<file path="src/rtl/fifo_port_sched_if.sv">
// Handshake and Fifo-control bundle between the CPU/host I/O logic, the port scheduler and the Fifo.
// The slave modport is the scheduler's view; the master modport is the surrounding logic's view.
interface fifo_port_sched_if #(
  parameter int DATA_W = 12,
  parameter int ADDR_W = 13
);
  logic              a_valid;
  logic [DATA_W-1:0] a_data;
  logic              a_ready;
  logic              b_valid;
  logic [DATA_W-1:0] b_data;
  logic              b_ready;
  logic              rd_req;
  logic              rd_valid;
  logic              flush_req;
  logic              flush_busy;
  logic              fifo_write;
  logic [DATA_W-1:0] fifo_din;
  logic              fifo_adv;
  logic              fifo_rst;
  logic [ADDR_W-1:0] count;
  logic              full;
  logic              empty;

  modport slave (
    input  a_valid, a_data, b_valid, b_data, rd_req, flush_req,
    output a_ready, b_ready, rd_valid, flush_busy,
           fifo_write, fifo_din, fifo_adv, fifo_rst, count, full, empty
  );

  modport master (
    output a_valid, a_data, b_valid, b_data, rd_req, flush_req,
    input  a_ready, b_ready, rd_valid, flush_busy,
           fifo_write, fifo_din, fifo_adv, fifo_rst, count, full, empty
  );
endinterface

</file>
<file path="src/rtl/fifo_port_sched.sv">
// Round-robin write-port sharer, occupancy tracker and flush sequencer for one Fifo; accept->write 1 cycle, accept->poppable 3 cycles.
// Readys drop while full, flushing or in reset; pops limited to one every other cycle while data_out reloads.
module fifo_port_sched #(
  parameter int DATA_W = 12,
  parameter int ADDR_W = 13
) (
  input  logic                clk,
  input  logic                rst_n,
  fifo_port_sched_if.slave    bus
);
  typedef enum logic [1:0] {RUN, FLUSH, SETTLE} state_t;

  localparam logic [ADDR_W-1:0] CNT_MAX = '1;
  localparam logic [ADDR_W-1:0] CNT_ONE = ADDR_W'(1);

  state_t            state_q, state_d;
  logic              last_b_q, last_b_d;
  logic              wr_q, wr_d;
  logic [DATA_W-1:0] din_q, din_d;
  logic              frst_q, frst_d;
  logic              wr_d1_q;
  logic              adv_d1_q, adv_d1_d;
  logic [ADDR_W-1:0] count_q, count_d;
  logic [ADDR_W-1:0] avail_q, avail_d;

  logic grant_a, can_acc, acc_a, acc_b, accept, rd_ok, pop, full;

  always_comb begin
    state_d  = state_q;
    last_b_d = last_b_q;
    wr_d     = 1'b0;
    din_d    = din_q;
    frst_d   = 1'b0;
    count_d  = count_q;
    avail_d  = avail_q;

    full    = (count_q == CNT_MAX);
    // A wins when alone, or when both ask and B had the previous grant.
    grant_a = bus.a_valid && (!bus.b_valid || last_b_q);
    can_acc = rst_n && (state_q == RUN) && !full && !bus.flush_req;
    acc_a   = can_acc && grant_a;
    acc_b   = can_acc && bus.b_valid && !grant_a;
    accept  = acc_a || acc_b;

    rd_ok    = (state_q == RUN) && (avail_q != '0) && !adv_d1_q;
    pop      = rd_ok && bus.rd_req;
    adv_d1_d = pop;

    if (accept) begin
      wr_d     = 1'b1;
      din_d    = acc_a ? bus.a_data : bus.b_data;
      last_b_d = acc_b;
    end

    case ({accept, pop})
      2'b10:   count_d = count_q + CNT_ONE;
      2'b01:   count_d = count_q - CNT_ONE;
      default: count_d = count_q;
    endcase

    case ({wr_d1_q, pop})
      2'b10:   avail_d = avail_q + CNT_ONE;
      2'b01:   avail_d = avail_q - CNT_ONE;
      default: avail_d = avail_q;
    endcase

    case (state_q)
      RUN: begin
        if (bus.flush_req) begin
          state_d = FLUSH;
          frst_d  = 1'b1;
        end
      end
      FLUSH: begin
        state_d  = SETTLE;
        count_d  = '0;
        avail_d  = '0;
        adv_d1_d = 1'b0;
      end
      SETTLE:  state_d = RUN;
      default: state_d = RUN;
    endcase
  end

  always_ff @(posedge clk or negedge rst_n) begin
    if (!rst_n) begin
      state_q  <= RUN;
      last_b_q <= 1'b1;
      wr_q     <= 1'b0;
      din_q    <= '0;
      frst_q   <= 1'b0;
      wr_d1_q  <= 1'b0;
      adv_d1_q <= 1'b0;
      count_q  <= '0;
      avail_q  <= '0;
    end else begin
      state_q  <= state_d;
      last_b_q <= last_b_d;
      wr_q     <= wr_d;
      din_q    <= din_d;
      frst_q   <= frst_d;
      wr_d1_q  <= wr_q;
      adv_d1_q <= adv_d1_d;
      count_q  <= count_d;
      avail_q  <= avail_d;
    end
  end

  assign bus.a_ready    = acc_a;
  assign bus.b_ready    = acc_b;
  assign bus.rd_valid   = rd_ok;
  assign bus.fifo_adv   = pop;
  assign bus.flush_busy = (state_q != RUN);
  assign bus.fifo_write = wr_q;
  assign bus.fifo_din   = din_q;
  assign bus.fifo_rst   = frst_q;
  assign bus.count      = count_q;
  assign bus.full       = full;
  assign bus.empty      = (count_q == '0);
endmodule

</file>
<file path="src/flat_wrapper.sv">
// flat-port wrapper written by rule: the top's interface ports become plain ports
module fifo_port_sched_flat 
#(
  parameter int DATA_W = 12,
  parameter int ADDR_W = 13
)
  (clk, rst_n, bus_a_valid, bus_a_data, bus_b_valid, bus_b_data, bus_rd_req, bus_flush_req, bus_a_ready, bus_b_ready, bus_rd_valid, bus_flush_busy, bus_fifo_write, bus_fifo_din, bus_fifo_adv, bus_fifo_rst, bus_count, bus_full, bus_empty);
  fifo_port_sched_if #(.DATA_W(DATA_W), .ADDR_W(ADDR_W)) bus_i ();
  input  logic clk;
  input  logic rst_n;
  input wire logic [$bits(bus_i.a_valid)-1:0] bus_a_valid;
  input wire logic [$bits(bus_i.a_data)-1:0] bus_a_data;
  input wire logic [$bits(bus_i.b_valid)-1:0] bus_b_valid;
  input wire logic [$bits(bus_i.b_data)-1:0] bus_b_data;
  input wire logic [$bits(bus_i.rd_req)-1:0] bus_rd_req;
  input wire logic [$bits(bus_i.flush_req)-1:0] bus_flush_req;
  output wire logic [$bits(bus_i.a_ready)-1:0] bus_a_ready;
  output wire logic [$bits(bus_i.b_ready)-1:0] bus_b_ready;
  output wire logic [$bits(bus_i.rd_valid)-1:0] bus_rd_valid;
  output wire logic [$bits(bus_i.flush_busy)-1:0] bus_flush_busy;
  output wire logic [$bits(bus_i.fifo_write)-1:0] bus_fifo_write;
  output wire logic [$bits(bus_i.fifo_din)-1:0] bus_fifo_din;
  output wire logic [$bits(bus_i.fifo_adv)-1:0] bus_fifo_adv;
  output wire logic [$bits(bus_i.fifo_rst)-1:0] bus_fifo_rst;
  output wire logic [$bits(bus_i.count)-1:0] bus_count;
  output wire logic [$bits(bus_i.full)-1:0] bus_full;
  output wire logic [$bits(bus_i.empty)-1:0] bus_empty;
  assign bus_i.a_valid = bus_a_valid;
  assign bus_i.a_data = bus_a_data;
  assign bus_i.b_valid = bus_b_valid;
  assign bus_i.b_data = bus_b_data;
  assign bus_i.rd_req = bus_rd_req;
  assign bus_i.flush_req = bus_flush_req;
  assign bus_a_ready = bus_i.a_ready;
  assign bus_b_ready = bus_i.b_ready;
  assign bus_rd_valid = bus_i.rd_valid;
  assign bus_flush_busy = bus_i.flush_busy;
  assign bus_fifo_write = bus_i.fifo_write;
  assign bus_fifo_din = bus_i.fifo_din;
  assign bus_fifo_adv = bus_i.fifo_adv;
  assign bus_fifo_rst = bus_i.fifo_rst;
  assign bus_count = bus_i.count;
  assign bus_full = bus_i.full;
  assign bus_empty = bus_i.empty;
  fifo_port_sched #(.DATA_W(DATA_W), .ADDR_W(ADDR_W)) u_core (.clk(clk), .rst_n(rst_n), .bus(bus_i));
endmodule
</file>
<file path="config.mk">
export PLATFORM = sky130hd
export DESIGN_NAME = fifo_port_sched_flat
export DESIGN_NICKNAME = d
export VERILOG_FILES = /design/src/rtl/fifo_port_sched_if.sv /design/src/rtl/fifo_port_sched.sv /design/src/flat_wrapper.sv
export SDC_FILE = /design/constraint.sdc
export NUM_CORES = 1
export LEC_CHECK = 0
export ABC_AREA = 1
export BUFFER_PORTS_ARGS = -buffer_cell sky130_fd_sc_hd__buf_4
export CAP_MARGIN = 40
export CORE_ASPECT_RATIO = 1.25
export CORE_MARGIN = 10
export CORE_UTILIZATION = 25
export DETAILED_ROUTE_END_ITERATION = 8
export PLACE_DENSITY = 0.42
export SYNTH_ARGS = -nofsm -noshare
export SYNTH_HDL_FRONTEND = slang
export SYNTH_SLANG_ARGS = --single-unit
</file>
<file path="constraint.sdc">
create_clock -name clk -period 7.94 [get_ports clk]
set_input_delay 1.588 -clock clk [delete_from_list [all_inputs] [get_ports clk]]
set_output_delay 1.588 -clock clk [all_outputs]
set_load 0.01 [all_outputs]
</file>
==> flow_summary.toml <==
[cts]
cts.sinks = 45
cts_tree = "done"
htreeDepth = 2
cts_resized = 0
numCtsBuffers = 5
cts_setup_buffers = 0
ctsHoldBuffers = 0
clkLatencyLatePin_ns = 0.29
clkSlewWorstSetupHoldPaths_ns = 0.07
cts_root_buf = "clkbuf_16"
ctsLongestPathBuffers = 2

[grt]
grt_pass1_wl_mm = 15.3
grt_antenna_before_repair = 0
grt_max_degree = 47
busiest_layer = "met2"
grt_use_met1_pct = 12.4
grt_use_total_pct = 10.5
met3_usage_pct = 2.99
grt_use_met2_pct = 17.5
grt_pass1_vias = 3028
overflow = 0

[route]
wire_per_inst_um = 13.5
first_pass_iters = 4
dr.first_iter.drc_count = 101
drc = 0
vias = 2948
postRouteWirelength_mm = 9.01
ant_nets = 0
avgViaCountPerCell = 4.41

[setup_path]
cp_slowest_cell = "buf_4"
r2r.worst_path.cells = 14
crit_chain = "buf_4, inv_1, nor3_4, nand3_1, clkinv_1, buf_4"
arrival_ns = 3.52
critPathLaunchType = "primary input"
critical-path-top-delay-family = "buffers and inverters"
max_stage_delay_ns = 0.49
crit_required_ns = 6.35
cp_max_fo = 46
crit_path_frequent_cell = "buf_4"
cp-end-kind = "output pin"
critical_path_depth = 6
crit_type = "in -> out"
path_buf_inv = 4

[layout]
diodes = 0
layout.nets = 553
fillerInstances = 1404
area_delta_synth_final_pct = 24.6
drive_above_1_share_pct = 20.0

[yosys]
synth_area_leaders = "dfrtp_1 34%, nand2_1 14%, ha_1 8.5%"
synth_edf_count = 0
syn_area_per_cell_um2 = 7.42
synthXorXnorAreaFrac_pct = 2.17
ys_seq_area_share_pct = 34.8
synth_flop_cell = "dfrtp_1"
ys_seq_elements = 45
netlist.area_leader.share_pct = 34.0
yosysTopAreaCell = "dfrtp_1"
syn_nets = 490
synth_fa_ha_area_share_pct = 9.74
synthMuxAreaShare_pct = 0
yosysWarnings = 0
ys_types = 39
synthArstFlopShare_pct = 100
synth_top_family_by_area = "simple AND/OR/NAND/NOR gates"
synth_area_um2 = 3240
synth.most_common_cell = "nand2_1"
syn_inst = 436
yosys.area_share.simple_pct = 30.2
synth_compound_area_share_pct = 14.4
synth_common_cells = "117 x nand2_1, 52 x inv_1, 44 x dfrtp_1, 41 x nor2_1, 30 x nand3_1"

[sta]
slew_headroom_pct = 58.9
worstMarginPinSlew_ns = 0.617
fin_skew_ns = 0.00933
setup_tns_ns = 0
timing.final.crit_period_ns = 5.10
hold_violations = 0
finalWorstSetupSlack_ns = 2.84
max_freq_mhz = 196
rsz0062_at_grt = "no"
setup_viol = 0
period_share_pct = 64.3
final_max_slew_viol_count = 0
fin_hold_ws_ns = 0.411

[power_and_ir_drop]
p_per_area_nw_per_um2 = 323
p_comb_share_pct = 51.8
clkPwrFrac_pct = 18.9
switching_share_pct = 43.6
p_leak_nw = 2.08
p_total_mw = 1.30
ir_drop_mv = 0.0919
pwr-share-seq_pct = 29.4
power_switching_mw = 0.568
internal_power_mw = 0.735

[die]
core-area_um2 = 12700
die_x_um = 122
std_cell_rows = 46
io_pins = 64
dieArea_um2 = 17900
die_y_um = 147
initial_utilization_pct = 25.6

[placed_design]
gp_congestion = 0.779
dpl.hpwl_mm = 6.95
dp_slack_ns = 2.72
port_buffers = 63

[min_path]
hold_class = "reg -> reg"
worst_hold_path.num_cells = 0

[run]
maxCapViolCount = 0

[outcome]
status = "completed"
state kept, by name, summed over array words and instances, names as in the netlist:
name                   flops
u_core.wr_d1_q             1
u_core.bus.count          13
u_core.bus.fifo_din       12
u_core.state_q             2
u_core.adv_d1_q            1
u_core.last_b_q            1
u_core.avail_q            13
u_core.bus.fifo_write      1
u_core.bus.fifo_rst        1
power groups by stage:
stage	Combinational [mW]	Sequential [mW]	Clock, mW
after CTS	0.691	0.385	0.256
after global routing	0.778	0.400	0.264
after floorplan	0.461	0.391	0
after detailed placement	0.689	0.388	0
final	0.675	0.383	0.246
after global placement	0.685	0.390	0
path summary, 6_finish.rpt:
check                                                    to  slack, ns                       startpoint
min reg2reg                        u_core.wr_d1_q$_DFF_PN0_       0.41  u_core.bus.fifo_write$_DFF_PN0_
min in group asynchronous   u_core.bus.count[7]$_DFFE_PN0P_       1.31                            rst_n
max in group asynchronous  u_core.bus.count[12]$_DFFE_PN0P_       6.22                            rst_n
max reg2reg                u_core.bus.count[10]$_DFFE_PN0P_       4.83      u_core.last_b_q$_DFFE_PN1P_
min                                u_core.wr_d1_q$_DFF_PN0_       0.41  u_core.bus.fifo_write$_DFF_PN0_
max                                             bus_a_ready       2.84                            rst_n
routing by layer:
layer / share of wire [%] / up-vias
met4: 1.5 / 0
met1: 43 / 1343
met2: 51 / 47
met5: 0 / -
met3: 4.9 / 7
li1: - / 1551
cell usage in the layout, fill, tap and decap left out, types with 2 or more instances in the layout:
cell type,netlist,layout
a21oi_1,16,16
buf_4,3,64
clkbuf_16,0,5
clkinv_4,1,2
dfrtp_1,44,44
fa_1,2,2
ha_1,22,22
inv_1,52,52
nand2_1,117,117
nand2_4,5,5
nand3_1,30,30
nand4_1,6,6
nor2_1,41,41
nor2_4,2,2
nor3_1,3,3
nor4_1,2,2
o21a_1,2,2
o21ai_0,29,29
o21ai_1,16,16
o21ai_2,10,10
o21bai_1,2,2
or2_1,2,2
or2_2,3,3
xnor2_1,5,5
xor2_1,3,3
stage by stage:
step                      area [um2]  util, %  instances
after global routing            4030     31.8        668
after CTS                       4030     31.8        668
after global placement          3860     30.5        660
after detailed placement        3860     30.5        660
final                           4030     31.8        668
after floorplan                 3240        -        436
worst register-to-register path, cell delays in order (launching register included):
cell and delay [ns]:
dfstp_2 0.53, inv_1 0.04, a21boi_0 0.42, o211ai_4 0.29
nand2_4 0.19, inv_1 0.23, ha_1 0.47, nand2_1 0.09
o21ai_0 0.26, a21o_1 0.16, nand2_1 0.08, nand2_1 0.06
nand2_1 0.05, nand3_1 0.08, o21ai_2 0.05
cell families after synthesis:
group	after synthesis
AND/OR/NAND/NOR	216
buffers and inverters	64
adder cells (fa/ha/maj)	24
flip-flops	45
AO/OA/AOI/OAI	79
XOR/XNOR	8
final cells by class:
class | instances | area [um2] | area share, %
timing repair buffer | 64 | 480 | 11.9
multi-input combinational | 327 | 1830 | 45.3
sequential | 45 | 1130 | 28.0
tap | 168 | 210 | 5.22
clock inverter | 2 | 38.8 | 0.962
clock buffer | 6 | 129 | 3.20
inverter | 56 | 218 | 5.40
No activity file was read; power rests on OpenSTA's default activity.
